[config.mk]
export PLATFORM = sky130hd
export DESIGN_NAME = imm_gen_pipe_flat
export DESIGN_NICKNAME = d
export VERILOG_FILES = /design/src/rtl/imm_pkg.sv /design/src/rtl/imm_gen_pipe_if.sv /design/src/rtl/imm_extract.sv /design/src/rtl/imm_gen_pipe.sv /design/src/flat_wrapper.sv
export SDC_FILE = /design/constraint.sdc
export NUM_CORES = 1
export LEC_CHECK = 0
export CAP_MARGIN = 20
export CORE_UTILIZATION = 25
export CTS_CLUSTER_SIZE = 10
export DETAILED_ROUTE_END_ITERATION = 16
export GPL_TIMING_DRIVEN = 0
export PLACE_DENSITY = 0.5
export SLEW_MARGIN = 10
export SYNTH_ARGS = -nofsm -noshare
export SYNTH_HDL_FRONTEND = slang
export SYNTH_SLANG_ARGS = --single-unit
[constraint.sdc]
create_clock -name clk -period 6.6 [get_ports clk]
set_clock_uncertainty 0.2 [all_clocks]
set_input_delay 1.32 -clock clk [delete_from_list [all_inputs] [get_ports clk]]
set_output_delay 1.32 -clock clk [all_outputs]
set_load 0.01 [all_outputs]
[src/rtl/imm_pkg.sv]
// imm_pkg: formats, opcodes and entry type for the immediate pipeline.
// IMM_AUTODECODE_EN switches format selection to the opcode field.
package imm_pkg;

  typedef enum logic [2:0] {
    IMM_I  = 3'd0,
    IMM_S  = 3'd1,
    IMM_B  = 3'd2,
    IMM_U  = 3'd3,
    IMM_J  = 3'd4,
    IMM_SH = 3'd5
  } imm_src_e;

  localparam logic [6:0] OP_IMM = 7'b0010011;
  localparam logic [6:0] LOAD   = 7'b0000011;
  localparam logic [6:0] JALR   = 7'b1100111;
  localparam logic [6:0] SYSTEM = 7'b1110011;
  localparam logic [6:0] STORE  = 7'b0100011;
  localparam logic [6:0] BRANCH = 7'b1100011;
  localparam logic [6:0] LUI    = 7'b0110111;
  localparam logic [6:0] AUIPC  = 7'b0010111;
  localparam logic [6:0] JAL    = 7'b1101111;

  localparam int IMM_MAX_W = 64;
  localparam int TAG_MAX_W = 16;

  // Widest-case entry shape shared with neighbouring stages.
  typedef struct packed {
    logic [IMM_MAX_W-1:0] imm;
    logic [TAG_MAX_W-1:0] tag;
    logic                 err;
  } imm_entry_t;

endpackage

[src/rtl/imm_gen_pipe_if.sv]
// imm_gen_pipe_if: upstream and downstream valid/ready bundle.
// Optional IMM_AUTODECODE_EN leaves in_immsrc present but unused.
interface imm_gen_pipe_if #(
  parameter int XLEN  = 32,
  parameter int TAG_W = 5
);

  logic             in_valid;
  logic             in_ready;
  logic [31:0]      in_instr;
  logic [2:0]       in_immsrc;
  logic [TAG_W-1:0] in_tag;

  logic             out_valid;
  logic             out_ready;
  logic [XLEN-1:0]  out_imm;
  logic [TAG_W-1:0] out_tag;
  logic             out_err;

  modport master (
    output in_valid,
    output in_instr,
    output in_immsrc,
    output in_tag,
    output out_ready,
    input  in_ready,
    input  out_valid,
    input  out_imm,
    input  out_tag,
    input  out_err
  );

  modport slave (
    input  in_valid,
    input  in_instr,
    input  in_immsrc,
    input  in_tag,
    input  out_ready,
    output in_ready,
    output out_valid,
    output out_imm,
    output out_tag,
    output out_err
  );

endinterface

[src/rtl/imm_extract.sv]
// imm_extract: combinational format mux for all base immediates.
// IMM_AUTODECODE_EN derives the format from instr[6:0].
module imm_extract
  import imm_pkg::*;
#(
  parameter int XLEN = 32
) (
  input  logic [31:0]     i_instr,
  input  logic [2:0]      i_immsrc,
  output logic [XLEN-1:0] o_imm,
  output logic            o_err
);

  logic [31:0] w_i;
  logic [31:0] w_s;
  logic [31:0] w_b;
  logic [31:0] w_u;
  logic [31:0] w_j;
  logic [5:0]  w_sh;
  imm_src_e    w_src;
  logic        w_bad;

  assign w_i = {{20{i_instr[31]}}, i_instr[31:20]};
  assign w_s = {{20{i_instr[31]}}, i_instr[31:25],
                i_instr[11:7]};
  assign w_b = {{19{i_instr[31]}}, i_instr[31], i_instr[7],
                i_instr[30:25], i_instr[11:8], 1'b0};
  assign w_u = {i_instr[31:12], 12'b0};
  assign w_j = {{11{i_instr[31]}}, i_instr[31],
                i_instr[19:12], i_instr[20],
                i_instr[30:21], 1'b0};

  // RV64 shifts take one more shamt bit.
  assign w_sh = (XLEN == 64) ? i_instr[25:20]
                             : {1'b0, i_instr[24:20]};

`ifdef IMM_AUTODECODE_EN
  logic [6:0] w_op;
  logic [2:0] w_f3;
  logic [2:0] w_unused_src;

  assign w_op         = i_instr[6:0];
  assign w_f3         = i_instr[14:12];
  assign w_unused_src = i_immsrc;

  always_comb begin
    w_src = IMM_I;
    w_bad = 1'b0;
    unique case (1'b1)
      (w_op == OP_IMM):
        w_src = (w_f3 == 3'b001 || w_f3 == 3'b101)
              ? IMM_SH : IMM_I;
      (w_op == LOAD),
      (w_op == JALR),
      (w_op == SYSTEM): w_src = IMM_I;
      (w_op == STORE):  w_src = IMM_S;
      (w_op == BRANCH): w_src = IMM_B;
      (w_op == LUI),
      (w_op == AUIPC):  w_src = IMM_U;
      (w_op == JAL):    w_src = IMM_J;
      default:          w_bad = 1'b1;
    endcase
  end
`else
  logic [6:0] w_unused_op;

  assign w_unused_op = i_instr[6:0];
  assign w_src       = imm_src_e'(i_immsrc);
  assign w_bad       = 1'b0;
`endif

  always_comb begin
    o_imm = '0;
    o_err = 1'b0;
    if (w_bad) begin
      o_err = 1'b1;
    end else begin
      unique case (w_src)
        IMM_I:   o_imm = XLEN'($signed(w_i));
        IMM_S:   o_imm = XLEN'($signed(w_s));
        IMM_B:   o_imm = XLEN'($signed(w_b));
        IMM_U:   o_imm = XLEN'($signed(w_u));
        IMM_J:   o_imm = XLEN'($signed(w_j));
        IMM_SH:  o_imm = XLEN'(w_sh);
        default: o_err = 1'b1;
      endcase
    end
  end

endmodule

[src/rtl/imm_gen_pipe.sv]
// imm_gen_pipe: immediate generator behind an output reg + skid entry.
// Build with IMM_AUTODECODE_EN to decode the format from the opcode.
module imm_gen_pipe #(
  parameter int XLEN  = 32,
  parameter int TAG_W = 5
) (
  input  logic clk,
  input  logic rst_n,
  input  logic flush,
  imm_gen_pipe_if.slave bus
);

  typedef struct packed {
    logic [XLEN-1:0]  imm;
    logic [TAG_W-1:0] tag;
    logic             err;
  } entry_t;

  logic [XLEN-1:0] w_imm;
  logic            w_err;
  entry_t          w_new;
  entry_t          r_main;
  entry_t          r_skid;
  logic            r_main_v;
  logic            r_skid_v;
  logic            w_acc;
  logic            w_pop;
  logic            w_free;

  imm_extract #(
    .XLEN(XLEN)
  ) u_extract (
    .i_instr  (bus.in_instr),
    .i_immsrc (bus.in_immsrc),
    .o_imm    (w_imm),
    .o_err    (w_err)
  );

  assign w_new = '{imm: w_imm, tag: bus.in_tag, err: w_err};

  // in_ready depends only on state, never on out_ready.
  assign bus.in_ready = !r_skid_v;

  assign w_acc  = bus.in_valid && !r_skid_v && !flush;
  assign w_pop  = r_main_v && bus.out_ready;
  assign w_free = !r_main_v || w_pop;

  always_ff @(posedge clk or negedge rst_n) begin
    if (!rst_n) begin
      r_main_v <= 1'b0;
      r_skid_v <= 1'b0;
      r_main   <= '0;
    end else if (flush) begin
      r_main_v <= 1'b0;
      r_skid_v <= 1'b0;
    end else if (w_free) begin
      r_main_v <= r_skid_v || w_acc;
      r_skid_v <= 1'b0;
      if (r_skid_v) begin
        r_main <= r_skid;
      end else if (w_acc) begin
        r_main <= w_new;
      end
    end else if (w_acc) begin
      r_skid_v <= 1'b1;
    end
  end

  // Skid payload is qualified by r_skid_v, so it needs no reset.
  always_ff @(posedge clk) begin
    if (!w_free && w_acc) begin
      r_skid <= w_new;
    end
  end

  assign bus.out_valid = r_main_v;
  assign bus.out_imm   = r_main.imm;
  assign bus.out_tag   = r_main.tag;
  assign bus.out_err   = r_main.err;

endmodule
[src/flat_wrapper.sv]
// flat-port wrapper written by rule: the top's interface ports become plain ports
module imm_gen_pipe_flat 
#(
  parameter int XLEN  = 32,
  parameter int TAG_W = 5
)
  (clk, rst_n, flush, bus_in_valid, bus_in_instr, bus_in_immsrc, bus_in_tag, bus_out_ready, bus_in_ready, bus_out_valid, bus_out_imm, bus_out_tag, bus_out_err);
  imm_gen_pipe_if #(.XLEN(XLEN), .TAG_W(TAG_W)) bus_i ();
  input  logic clk;
  input  logic rst_n;
  input  logic flush;
  input wire logic [$bits(bus_i.in_valid)-1:0] bus_in_valid;
  input wire logic [$bits(bus_i.in_instr)-1:0] bus_in_instr;
  input wire logic [$bits(bus_i.in_immsrc)-1:0] bus_in_immsrc;
  input wire logic [$bits(bus_i.in_tag)-1:0] bus_in_tag;
  input wire logic [$bits(bus_i.out_ready)-1:0] bus_out_ready;
  output wire logic [$bits(bus_i.in_ready)-1:0] bus_in_ready;
  output wire logic [$bits(bus_i.out_valid)-1:0] bus_out_valid;
  output wire logic [$bits(bus_i.out_imm)-1:0] bus_out_imm;
  output wire logic [$bits(bus_i.out_tag)-1:0] bus_out_tag;
  output wire logic [$bits(bus_i.out_err)-1:0] bus_out_err;
  assign bus_i.in_valid = bus_in_valid;
  assign bus_i.in_instr = bus_in_instr;
  assign bus_i.in_immsrc = bus_in_immsrc;
  assign bus_i.in_tag = bus_in_tag;
  assign bus_i.out_ready = bus_out_ready;
  assign bus_in_ready = bus_i.in_ready;
  assign bus_out_valid = bus_i.out_valid;
  assign bus_out_imm = bus_i.out_imm;
  assign bus_out_tag = bus_i.out_tag;
  assign bus_out_err = bus_i.out_err;
  imm_gen_pipe #(.XLEN(XLEN), .TAG_W(TAG_W)) u_core (.clk(clk), .rst_n(rst_n), .flush(flush), .bus(bus_i));
endmodule
==> flow_results.xml, run 1 <==
<?xml version="1.0" encoding="UTF-8"?>
<metrics>
  <group name="setup_path">
    <metric name="crit_path_start_kind" unit="">register</metric>
    <metric name="setup.worst_path.end_class" unit="">primary output</metric>
    <metric name="cp_max_fo" unit="">10</metric>
    <metric name="timing_startpoint_of_the_critical_path" unit="">u_core.r_skid_v$_DFFE_PN0P_</metric>
    <metric name="data_arrival_at_the_endpoint_of_the_critical_path" unit="ns">1.99</metric>
    <metric name="reg2reg_slack" unit="ns">4.15</metric>
    <metric name="worstPathRequired" unit="ns">5.08</metric>
    <metric name="worstReg2RegStart" unit="">u_core.r_skid_v$_DFFE_PN0P_</metric>
    <metric name="critical_path_class" unit="">register to primary output</metric>
  </group>
  <group name="synth">
    <metric name="seq_area_frac_synth" unit="%">60.0</metric>
    <metric name="post_synth_num_cell_types" unit="">38</metric>
    <metric name="syn-instance-count" unit="">328</metric>
    <metric name="synth_warnings" unit="">0</metric>
    <metric name="post_synth_design_cell_area" unit="um2">3570</metric>
    <metric name="synth_async_sr_flop_share" unit="%">51.3</metric>
    <metric name="dominantRegCellSynth" unit="">dfrtp_1</metric>
    <metric name="synth.ff_latch_count" unit="">78</metric>
    <metric name="number_of_nets_in_the_synthesized_netlist" unit="">373</metric>
    <metric name="syn_avg_cell_area" unit="um2">10.9</metric>
    <metric name="synth_edf_count" unit="">38</metric>
  </group>
  <group name="clocking">
    <metric name="cts_tree" unit="">yes</metric>
    <metric name="cts-htree-levels" unit="">3</metric>
    <metric name="clkSinkCount" unit="">78</metric>
    <metric name="cts_buffer_count" unit="">9</metric>
    <metric name="cts_resized" unit="">0</metric>
    <metric name="clock_tree.buffer_depth" unit="">2</metric>
    <metric name="post-cts-setup-buffers" unit="">0</metric>
    <metric name="worst_path_clk_slew" unit="ns">0.06</metric>
    <metric name="clk_latency" unit="ns">0.34</metric>
    <metric name="cts-root-buf" unit="">clkbuf_16</metric>
    <metric name="cts-hold-fix-buffers" unit="">0</metric>
  </group>
  <group name="power_and_ir_drop">
    <metric name="power.ir.vdd_worst" unit="uV">104</metric>
    <metric name="p_total" unit="mW">1.29</metric>
    <metric name="p_leak" unit="nW">1.99</metric>
    <metric name="cellPowerDensity" unit="nW/um2">262</metric>
  </group>
  <group name="global_routing">
    <metric name="gr-total-overflow" unit="">0</metric>
    <metric name="grt_max_degree" unit="">22</metric>
    <metric name="number_of_antenna_violations_at_the_first_check_in_global_routing" unit="">0</metric>
    <metric name="grt_util_all_layers" unit="%">14.2</metric>
    <metric name="wire_length_of_the_first_global_routing_pass" unit="um">15600</metric>
    <metric name="grt_pass1_vias" unit="">2848</metric>
  </group>
  <group name="drt">
    <metric name="vias" unit="">2831</metric>
    <metric name="drt_drc_violations_left" unit="">0</metric>
    <metric name="routed_via_count_divided_by_cell_count" unit="">4.66</metric>
    <metric name="drtPass1Iterations" unit="">4</metric>
    <metric name="wirelength" unit="um">9810</metric>
    <metric name="drt-wirelength-per-cell" unit="um">16.1</metric>
    <metric name="ant_nets" unit="">0</metric>
    <metric name="detailedRoute.firstIterationViolations" unit="">252</metric>
  </group>
  <group name="floorplanning">
    <metric name="die_height" unit="um">122</metric>
    <metric name="die_w" unit="um">122</metric>
    <metric name="number_of_top_level_pins" unit="">85</metric>
    <metric name="fp-row-count" unit="">43</metric>
    <metric name="floorplan.die_area" unit="um2">14800</metric>
    <metric name="start_util" unit="%">25.7</metric>
    <metric name="coreArea" unit="um2">13900</metric>
  </group>
  <group name="placed_design">
    <metric name="number_of_port_buffers" unit="">77</metric>
    <metric name="hpwlAfterDp" unit="um">7180</metric>
    <metric name="gp_congestion" unit="">0.787</metric>
    <metric name="placed_cell_area" unit="um2">4640</metric>
  </group>
  <group name="run_status">
    <metric name="outcome" unit="">finished clean</metric>
  </group>
  <group name="timing">
    <metric name="setup-violations-final" unit="">0</metric>
    <metric name="slew_headroom" unit="%">55.7</metric>
    <metric name="highest_clock_rate" unit="MHz">285</metric>
    <metric name="setup_repair_after_global_routing_missed_its_margin" unit="">false</metric>
    <metric name="worstMarginPinSlew" unit="ns">0.663</metric>
    <metric name="finalHoldViolations" unit="">0</metric>
    <metric name="finalMaxSlewViolations" unit="">0</metric>
    <metric name="final_min_period_over_clock_period" unit="%">53.2</metric>
    <metric name="final_period_minus_worst_setup_slack" unit="ns">3.51</metric>
    <metric name="setup_total_negative_slack" unit="ns">0</metric>
  </group>
  <group name="layout">
    <metric name="multi_input_comb_area" unit="um2">1300</metric>
    <metric name="fin_area" unit="um2">4910</metric>
    <metric name="syn_to_final_growth" unit="%">37.6</metric>
    <metric name="ff_latch_area" unit="um2">2140</metric>
    <metric name="finalNetCount" unit="">468</metric>
    <metric name="final_layout_size_suffix_gt1_share" unit="%">9.81</metric>
    <metric name="num_antenna_cells" unit="">0</metric>
    <metric name="fillers" unit="">1413</metric>
  </group>
  <group name="worst_hold_path">
    <metric name="worstHoldStart" unit="">u_core.bus.out_tag[4]$_DFFE_PN0P_</metric>
    <metric name="class_of_the_most_critical_hold_timing_path" unit="">register to register</metric>
  </group>
  <group name="run">
    <metric name="max_cap_violations" unit="">0</metric>
  </group>
</metrics>
-- cells in the mapped netlist (4+ instances only) --
cell type	n	area, um2
nand2_1	47	176
dfrtp_1	40	1000
o21ai_0	40	200
edfxtp_1	38	1140
a21oi_1	18	90.1
mux2i_1	13	130
nor2b_1	13	81.3
a211oi_1	12	90.1
buf_2	12	60.1
nor2_1	12	45.0
and3_1	10	62.6
a31oi_1	9	56.3
clkbuf_1	9	33.8
a211o_1	8	70.1
and2_0	8	50.1
nand3_1	6	30.0
o211ai_1	4	30.0
-- cell usage in the layout, fill, tap and decap left out, drive strengths merged, types with 12 or more instances in the layout --
master	instances
mux2i	13
o21ai	40
edfxtp	38
clkdlybuf4s50	76
nor2	13
dfrtp	40
nand2	47
clkbuf	22
buf	23
a211oi	12
a21oi	18
nor2b	13
-- state kept, by name, indices dropped and copies added, names as in the netlist --
signal                cells
u_core.r_skid            38
u_core.bus.out_tag        5
u_core.r_skid_v           1
u_core.bus.out_valid      1
u_core.bus.out_err        1
u_core.bus.out_imm       32
-- path summary, 6_finish.rpt --
| path | end | depth (start not counted) |
|---|---|---|
| worst max-delay path | bus_in_ready | 4 |
| worst min-delay path | u_core.bus.out_tag[4]$_DFFE_PN0P_ | 2 |
| worst max register to register | u_core.r_skid[15]$_DFFE_PP_ | 5 |
| worst min register to register | u_core.bus.out_tag[4]$_DFFE_PN0P_ | 2 |
| max in group asynchronous | u_core.bus.out_imm[14]$_DFFE_PN0P_ | 2 |
| min in group asynchronous | u_core.bus.out_imm[10]$_DFFE_PN0P_ | 1 |
-- critical path, stage by stage (launching register included) --
cell             delay, ns
dfrtp_1               0.35
buf_4                 0.17
inv_1                 0.11
clkbuf_1              0.40
clkdlybuf4s50_1       0.63
-- where the power goes --
part / internal [mW] / switching [mW] / leakage, nW
clock network: 0.267 / 0.202 / 0.129
registers: 0.555 / 0.0223 / 0.850
logic: 0.130 / 0.113 / 1.01
total: 0.952 / 0.337 / 1.99
-- cells by family after synthesis --
kind of cell / Yosys count / share of synthesized area [%]
AOI/OAI and AO/OA: 99 / 16.9
adders and majority gates: 1 / 0.280
buffers and inverters: 28 / 3.82
DFF: 78 / 60.0
muxes: 14 / 3.96
and+or+nand+nor: 108 / 15.0
-- routing by layer --
layer  vias up  GRT usage [%]  part of all wire (%)
met5         -              0                     0
met4         0           7.25                   2.0
met3        12           2.77                   5.1
met2        72           21.6                    47
met1      1365           19.1                    46
li1       1382              -                     -
-- layout make-up --
cell class / instances / area share, %
Buffer: 25 / 2.55
Clock buffer: 12 / 5.02
Clock inverter: 4 / 0.662
Inverter: 3 / 0.229
Multi-Input combinational cell: 222 / 26.4
Sequential cell: 78 / 43.6
Tap cell: 180 / 4.58
Timing Repair Buffer: 84 / 17.0
-- per-stage QoR --
| step | util (%) | hold slack [ns] | cells | worst slack (ns) |
|---|---|---|---|---|
| floorplan | - | 0.269 | 328 | 0.372 |
| global placement | 32.9 | 0.267 | 585 | -2.23 |
| detailed placement | 33.4 | 0.271 | 592 | 2.91 |
| CTS | 35.4 | 0.285 | 608 | 3.07 |
| global route | 35.4 | 0.307 | 608 | 2.97 |
| finish | 35.4 | 0.275 | 608 | 3.09 |
(Power assumes the default switching activity.)
==> inputs of run 2 (changes only) <==
- clock period: 6.6 -> 3.41 ns (I/O delays scaled with it)
==> run 2 against run 1 <==
Power increased by 98%. Utilization grew 0.099 points. Final cell count decreased by 0.49%. Non-clock buffer count down 3. Critical path depth is the same. Setup slack worse by 2.5 ns. Cell area rose by 0.28%. Critical endpoint unchanged.
==> flow_results.xml, run 2 (synthesis gave the netlist of run 1 again) <==
<?xml version="1.0" encoding="UTF-8"?>
<metrics>
  <group name="placed_design">
    <metric name="hpwlAfterDp" unit="um">7150</metric>
    <metric name="number_of_port_buffers" unit="">77</metric>
    <metric name="gp_congestion" unit="">0.800</metric>
    <metric name="place_ws" unit="ns">0.497</metric>
  </group>
  <group name="floorplanning">
    <metric name="floorplan.die_area" unit="um2">14800</metric>
    <metric name="fp-row-count" unit="">43</metric>
    <metric name="start_util" unit="%">25.7</metric>
    <metric name="coreArea" unit="um2">13900</metric>
    <metric name="number_of_top_level_pins" unit="">85</metric>
    <metric name="die_height" unit="um">122</metric>
    <metric name="die_w" unit="um">122</metric>
  </group>
  <group name="timing">
    <metric name="setup-violations-final" unit="">0</metric>
    <metric name="setup_ws" unit="ns">0.558</metric>
    <metric name="worstMarginPinSlew" unit="ns">0.658</metric>
    <metric name="highest_clock_rate" unit="MHz">351</metric>
    <metric name="finalMaxSlewViolations" unit="">0</metric>
    <metric name="final_period_minus_worst_setup_slack" unit="ns">2.85</metric>
    <metric name="final_min_period_over_clock_period" unit="%">83.6</metric>
    <metric name="setup_repair_after_global_routing_missed_its_margin" unit="">false</metric>
    <metric name="slew_headroom" unit="%">56.2</metric>
    <metric name="finalHoldViolations" unit="">0</metric>
  </group>
  <group name="drt">
    <metric name="drt-wirelength-per-cell" unit="um">16.2</metric>
    <metric name="routed_via_count_divided_by_cell_count" unit="">4.64</metric>
    <metric name="wirelength" unit="um">9790</metric>
    <metric name="detailedRoute.firstIterationViolations" unit="">206</metric>
    <metric name="drtPass1Iterations" unit="">4</metric>
    <metric name="drt_drc_violations_left" unit="">0</metric>
    <metric name="ant_nets" unit="">0</metric>
    <metric name="vias" unit="">2805</metric>
  </group>
  <group name="global_routing">
    <metric name="grt.busiest_layer" unit="">met2</metric>
    <metric name="wire_length_of_the_first_global_routing_pass" unit="um">15500</metric>
    <metric name="grt_pass1_vias" unit="">2846</metric>
    <metric name="met2_usage" unit="%">21.9</metric>
    <metric name="grt_max_degree" unit="">23</metric>
    <metric name="grt_use_met1" unit="%">18.8</metric>
    <metric name="gr-total-overflow" unit="">0</metric>
    <metric name="number_of_antenna_violations_at_the_first_check_in_global_routing" unit="">0</metric>
    <metric name="grtUsageMet3" unit="%">3.20</metric>
    <metric name="grt_util_all_layers" unit="%">14.1</metric>
  </group>
  <group name="setup_path">
    <metric name="worstReg2RegStart" unit="">u_core.r_skid_v$_DFFE_PN0P_</metric>
    <metric name="critical_path.cell_chain" unit="">buf_4 &gt; inv_1 &gt; clkbuf_1 &gt; clkdlybuf4s50_1</metric>
    <metric name="timing.critical_path.slowest_stage_cell" unit="">clkdlybuf4s50_1</metric>
    <metric name="timing_startpoint_of_the_critical_path" unit="">u_core.r_skid_v$_DFFE_PN0P_</metric>
    <metric name="critical_path.top_delay_family" unit="">buffers and inverters</metric>
    <metric name="crit_path_start_kind" unit="">register</metric>
    <metric name="cp_max_fo" unit="">10</metric>
    <metric name="data_arrival_at_the_endpoint_of_the_critical_path" unit="ns">1.97</metric>
    <metric name="worstPathBufferInverterCount" unit="">4</metric>
    <metric name="timing.critical_path.slowest_cell_delay" unit="ns">0.62</metric>
    <metric name="worstPathRequired" unit="ns">2.53</metric>
    <metric name="setup.worst_path.end_class" unit="">primary output</metric>
    <metric name="critical_path_class" unit="">register to primary output</metric>
  </group>
  <group name="run_status">
    <metric name="outcome" unit="">finished clean</metric>
  </group>
  <group name="clocking">
    <metric name="clock_tree.buffer_depth" unit="">2</metric>
    <metric name="clk_latency" unit="ns">0.34</metric>
    <metric name="cts_tree" unit="">yes</metric>
    <metric name="cts-htree-levels" unit="">3</metric>
    <metric name="cts-hold-fix-buffers" unit="">0</metric>
    <metric name="worst_path_clk_slew" unit="ns">0.06</metric>
    <metric name="cts-root-buf" unit="">clkbuf_16</metric>
    <metric name="cts_buffer_count" unit="">9</metric>
    <metric name="clkSinkCount" unit="">78</metric>
    <metric name="cts_resized" unit="">0</metric>
    <metric name="post-cts-setup-buffers" unit="">0</metric>
  </group>
  <group name="layout">
    <metric name="final_cell_mix" unit="">clkdlybuf4s50_1 (76), nand2_1 (47), o21ai_0 (40), dfrtp_1 (40), edfxtp_1 (38)</metric>
    <metric name="final_common_cell" unit="">clkdlybuf4s50_1</metric>
    <metric name="final_layout_size_suffix_gt1_share" unit="%">9.18</metric>
    <metric name="num_antenna_cells" unit="">0</metric>
    <metric name="finalNetCount" unit="">465</metric>
    <metric name="syn_to_final_growth" unit="%">38.0</metric>
    <metric name="largest_register_ff_count" unit="">38</metric>
    <metric name="registers.top_by_ff_count" unit="">u_core.r_skid</metric>
  </group>
  <group name="worst_hold_path">
    <metric name="class_of_the_most_critical_hold_timing_path" unit="">input port to async pin</metric>
  </group>
  <group name="power_and_ir_drop">
    <metric name="switching_share" unit="%">25.0</metric>
    <metric name="clock_network_fraction_of_design_power" unit="%">37.6</metric>
    <metric name="cellPowerDensity" unit="nW/um2">517</metric>
    <metric name="p_total" unit="mW">2.55</metric>
    <metric name="p_int" unit="mW">1.91</metric>
    <metric name="power_spent_charging_and_discharging_nets" unit="mW">0.637</metric>
    <metric name="power.ir.vdd_worst" unit="uV">201</metric>
    <metric name="p_comb_share" unit="%">18.4</metric>
    <metric name="p_leak" unit="nW">1.99</metric>
    <metric name="power.share.sequential" unit="%">44.0</metric>
  </group>
  <group name="run">
    <metric name="max_cap_violations" unit="">0</metric>
  </group>
</metrics>
[run 2: cell count changes in the layout (fill, tap and decap cells not counted), sizes merged]
cell      delta
clkinvlp     -1
buf          -3
bufinv       +1
[run 2: cell type report]
| type | count | area, um2 |
|---|---|---|
| repair buffers | 81 | 823 |
| well taps | 180 | 225 |
| flip-flops and latches | 78 | 2140 |
| fillers | 1417 | 8950 |
| clock buffers | 12 | 246 |
| inverters | 3 | 11.3 |
| multi-input cells | 222 | 1310 |
| plain buffers | 25 | 125 |
| clock inverters | 4 | 47.5 |
[run 2: per-layer routing]
| metal | vias to the layer above | wire length [um] |
|---|---|---|
| met4 | 0 | 205 |
| met3 | 15 | 391 |
| met2 | 61 | 4490 |
| met1 | 1356 | 4700 |
| li1 | 1373 | - |
| met5 | - | 0 |
[run 2: per-stage QoR]
step / instances / util [%] / hold slack (ns) / TNS, ns / instance area [um2]
after floorplan: 328 / - / 0.186 / 0 / 3590
after CTS: 605 / 35.5 / 0.141 / 0 / 4930
final: 605 / 35.5 / 0.123 / 0 / 4930
after global routing: 605 / 35.5 / 0.149 / 0 / 4930
after detailed placement: 589 / 33.4 / 0.274 / 0 / 4630
after global placement: 585 / 33.0 / 0.266 / -20.28 / 4580
[run 2: path summary, 6_finish.rpt]
| kind | end | slack [ns] | cells after the start |
|---|---|---|---|
| max | bus_in_ready | 0.56 | 4 |
| min | u_core.bus.out_imm[12]$_DFFE_PN0P_ | 0.12 | 1 |
| max reg2reg | u_core.r_skid[15]$_DFFE_PP_ | 1.19 | 5 |
| min reg2reg | u_core.bus.out_tag[3]$_DFFE_PN0P_ | 0.28 | 2 |
| max in group asynchronous | u_core.bus.out_imm[21]$_DFFE_PN0P_ | 2.38 | 2 |
| min in group clk | u_core.bus.out_tag[3]$_DFFE_PN0P_ | 0.28 | 2 |
[run 2: power by group through the flow]
stage	Sequential, mW	Combinational, mW	Clock, mW
after floorplan	1.17	0.164	0
after global placement	1.14	0.465	0
after detailed placement	1.14	0.475	0
after CTS	1.12	0.477	0.984
after global routing	1.13	0.513	1.03
final	1.12	0.469	0.959
[run 2: worst reg2reg max path, stage by stage (launching register included)]
cell and delay (ns):
dfrtp_1 0.35, buf_4 0.17, buf_2 0.21, nor4b_4 0.59, buf_6 0.24, buf_8 0.17
==> inputs of run 3 (changes only) <==
- PLACE_DENSITY: 0.5 -> 0.51
- clock period: 3.41 -> 2.5 ns (I/O delays scaled with it)
==> run 3 against run 2 <==
Sequential share of layout area fell by 0.27 points. Power rose by 36%. Critical path type is now input port to register. Global-route usage fell by 0.19 points. Hold slack improved by 0.16 ns. Cell area rose by 0.63%.
==> flow_results.xml, run 3 (synthesis gave the netlist of run 1 again) <==
<?xml version="1.0" encoding="UTF-8"?>
<metrics>
  <group name="timing">
    <metric name="hold_slack" unit="ns">0.283</metric>
    <metric name="setup-violations-final" unit="">0</metric>
    <metric name="finalMaxSlewViolations" unit="">0</metric>
    <metric name="setup_repair_after_global_routing_missed_its_margin" unit="">false</metric>
    <metric name="worstMarginPinSlew" unit="ns">0.610</metric>
    <metric name="slew_headroom" unit="%">59.3</metric>
    <metric name="final_min_period_over_clock_period" unit="%">93.6</metric>
    <metric name="finalHoldViolations" unit="">0</metric>
    <metric name="final_period_minus_worst_setup_slack" unit="ns">2.34</metric>
    <metric name="highest_clock_rate" unit="MHz">427</metric>
  </group>
  <group name="layout">
    <metric name="layoutNonFillerInstCount" unit="">605</metric>
    <metric name="final_common_cell" unit="">clkdlybuf4s50_1</metric>
    <metric name="num_antenna_cells" unit="">0</metric>
    <metric name="finish.utilization" unit="%">35.7</metric>
    <metric name="syn_to_final_growth" unit="%">38.9</metric>
    <metric name="final_cell_mix" unit="">clkdlybuf4s50_1 (76), nand2_1 (47), o21ai_0 (40), dfrtp_1 (40), edfxtp_1 (38)</metric>
    <metric name="largest_register_ff_count" unit="">38</metric>
    <metric name="registers.top_by_ff_count" unit="">u_core.r_skid</metric>
    <metric name="final_layout_size_suffix_gt1_share" unit="%">9.88</metric>
    <metric name="finalNetCount" unit="">465</metric>
    <metric name="fillers" unit="">1373</metric>
  </group>
  <group name="setup_path">
    <metric name="critical_path.cell_chain" unit="">clkdlybuf4s50_1 &gt; buf_2 &gt; inv_1 &gt; and3_1 &gt; buf_2 &gt; buf_2 &gt; nand2_1 &gt; nand2_1</metric>
    <metric name="crit_path_start_kind" unit="">input port</metric>
    <metric name="reg2reg_slack" unit="ns">0.37</metric>
    <metric name="capturing_point_of_the_worst_reg2reg_path" unit="">u_core.r_skid[13]$_DFFE_PP_</metric>
    <metric name="timing_startpoint_of_the_critical_path" unit="">bus_in_immsrc[2]</metric>
    <metric name="timing.critical_path.slowest_cell_delay" unit="ns">0.51</metric>
    <metric name="worstReg2RegStart" unit="">u_core.r_skid_v$_DFFE_PN0P_</metric>
    <metric name="critical_path_class" unit="">input port to register</metric>
    <metric name="rr_worst_depth" unit="">5</metric>
    <metric name="setup.worst_path.end_class" unit="">register</metric>
    <metric name="data_arrival_at_the_endpoint_of_the_critical_path" unit="ns">2.20</metric>
    <metric name="critical_path.top_delay_family" unit="">buffers and inverters</metric>
    <metric name="timing.critical_path.to" unit="">u_core.r_skid[32]$_DFFE_PP_</metric>
    <metric name="worstPathBufferInverterCount" unit="">5</metric>
    <metric name="critPathMostFrequentCell" unit="">buf_2</metric>
    <metric name="timing.critical_path.slowest_stage_cell" unit="">clkdlybuf4s50_1</metric>
    <metric name="path_depth" unit="">8</metric>
    <metric name="worstPathRequired" unit="ns">2.36</metric>
    <metric name="cp_max_fo" unit="">10</metric>
  </group>
  <group name="floorplanning">
    <metric name="die_w" unit="um">122</metric>
    <metric name="fp-row-count" unit="">43</metric>
    <metric name="die_height" unit="um">122</metric>
    <metric name="coreArea" unit="um2">13900</metric>
    <metric name="floorplan.die_area" unit="um2">14800</metric>
    <metric name="start_util" unit="%">25.7</metric>
    <metric name="number_of_top_level_pins" unit="">85</metric>
  </group>
  <group name="run_status">
    <metric name="outcome" unit="">finished clean</metric>
  </group>
  <group name="drt">
    <metric name="detailedRoute.firstIterationViolations" unit="">167</metric>
    <metric name="drtPass1Iterations" unit="">4</metric>
    <metric name="drt-wirelength-per-cell" unit="um">16.2</metric>
    <metric name="wirelength" unit="um">9830</metric>
    <metric name="routed_via_count_divided_by_cell_count" unit="">4.73</metric>
    <metric name="drt_drc_violations_left" unit="">0</metric>
    <metric name="vias" unit="">2861</metric>
    <metric name="ant_nets" unit="">0</metric>
  </group>
  <group name="placed_design">
    <metric name="number_of_port_buffers" unit="">77</metric>
    <metric name="hpwlAfterDp" unit="um">7140</metric>
    <metric name="dp.cells" unit="">589</metric>
    <metric name="gp_congestion" unit="">0.796</metric>
  </group>
  <group name="global_routing">
    <metric name="wire_length_of_the_first_global_routing_pass" unit="um">15300</metric>
    <metric name="grt_util_all_layers" unit="%">13.9</metric>
    <metric name="number_of_antenna_violations_at_the_first_check_in_global_routing" unit="">0</metric>
    <metric name="gr-total-overflow" unit="">0</metric>
    <metric name="grt_max_degree" unit="">23</metric>
    <metric name="grt_pass1_vias" unit="">2840</metric>
  </group>
  <group name="power_and_ir_drop">
    <metric name="cellPowerDensity" unit="nW/um2">698</metric>
    <metric name="power.ir.vdd_worst" unit="uV">374</metric>
    <metric name="p_total" unit="mW">3.46</metric>
    <metric name="p_leak" unit="nW">2.00</metric>
  </group>
  <group name="clocking">
    <metric name="cts_buffer_count" unit="">9</metric>
    <metric name="clock_tree.buffer_depth" unit="">2</metric>
    <metric name="cts_tree" unit="">yes</metric>
    <metric name="clkSinkCount" unit="">78</metric>
    <metric name="post-cts-setup-buffers" unit="">0</metric>
    <metric name="clk_latency" unit="ns">0.33</metric>
    <metric name="worst_path_clk_slew" unit="ns">0.06</metric>
    <metric name="cts-htree-levels" unit="">3</metric>
    <metric name="cts-root-buf" unit="">clkbuf_16</metric>
  </group>
  <group name="run">
    <metric name="max_cap_violations" unit="">0</metric>
  </group>
  <group name="worst_hold_path">
    <metric name="class_of_the_most_critical_hold_timing_path" unit="">register to register</metric>
  </group>
</metrics>
-- run 3: changes by cell type in the layout (fill, tap and decap cells not counted), sizes merged --
cell	before	now
inv	3	2
clkinv	2	3
clkbuf	22	20
clkinvlp	1	2
dlygate4sd3	0	1
-- run 3: power breakdown --
group | switching, mW | leakage (nW) | total [mW] | internal [mW]
Sequential | 0.0605 | 0.850 | 1.53 | 1.47
Clock | 0.511 | 0.140 | 1.29 | 0.775
Combinational | 0.304 | 1.01 | 0.650 | 0.346
-- run 3: worst min-delay path by stage --
| stage | to | startpoint | slack (ns) | depth (start not counted) |
|---|---|---|---|---|
| CTS | u_core.bus.out_imm[20]$_DFFE_PN0P_ | u_core.bus.out_imm[20]$_DFFE_PN0P_ | 0.29 | 2 |
| global route | u_core.bus.out_tag[3]$_DFFE_PN0P_ | u_core.bus.out_tag[3]$_DFFE_PN0P_ | 0.31 | 2 |
| detailed placement | u_core.bus.out_imm[3]$_DFFE_PN0P_ | u_core.bus.out_imm[3]$_DFFE_PN0P_ | 0.27 | 2 |
| finish | u_core.bus.out_tag[4]$_DFFE_PN0P_ | u_core.bus.out_tag[4]$_DFFE_PN0P_ | 0.28 | 2 |
| global placement | u_core.bus.out_tag[2]$_DFFE_PN0P_ | u_core.bus.out_tag[2]$_DFFE_PN0P_ | 0.27 | 2 |
| floorplan | u_core.bus.out_err$_DFFE_PN0P_ | rst_n | 0.004 | 0 |
-- run 3: area by class of cell --
type	instances	area, um2	share of cell area, %
timing repair buffer	82	837	16.9
clock inverter	5	60.1	1.21
multi-input combinational	222	1320	26.5
buffer	24	131	2.65
inverter	3	15.0	0.303
clock buffer	11	233	4.69
tap	180	225	4.54
sequential	78	2140	43.2
-- run 3: tightest hold or removal path, cell delays in order, from the launching register on --
cell and delay [ns]:
dfrtp_1 0.34, nand2_1 0.04, o21ai_0 0.06
-- run 3: timing repair --
item                                    4_1_cts  5_1_grt
hold buffers                                  1        0
endpoints found under the setup margin        1        3
resized for setup                             0        2
hold endpoints to repair                     18        0
-- run 3: layer usage --
metal  track usage (%)  vias to the layer above  part of all wire, %
li1                  -                     1378                    -
met1              18.7                     1384                   47
met2              21.3                       83                   46
met3              2.30                       16                  5.2
met4              7.41                        0                  2.7
met5                 0                        -                    0
-- run 3: through the flow --
| step | setup TNS [ns] | setup WS, ns | area, um2 |
|---|---|---|---|
| floorplan | -3.32 | -0.0872 | 3600 |
| global placement | -65.65 | -1.16 | 4600 |
| detailed placement | -3.44 | -0.213 | 4660 |
| CTS | 0 | 0.0261 | 4950 |
| global route | 0 | 0.0562 | 4960 |
| finish | 0 | 0.161 | 4960 |
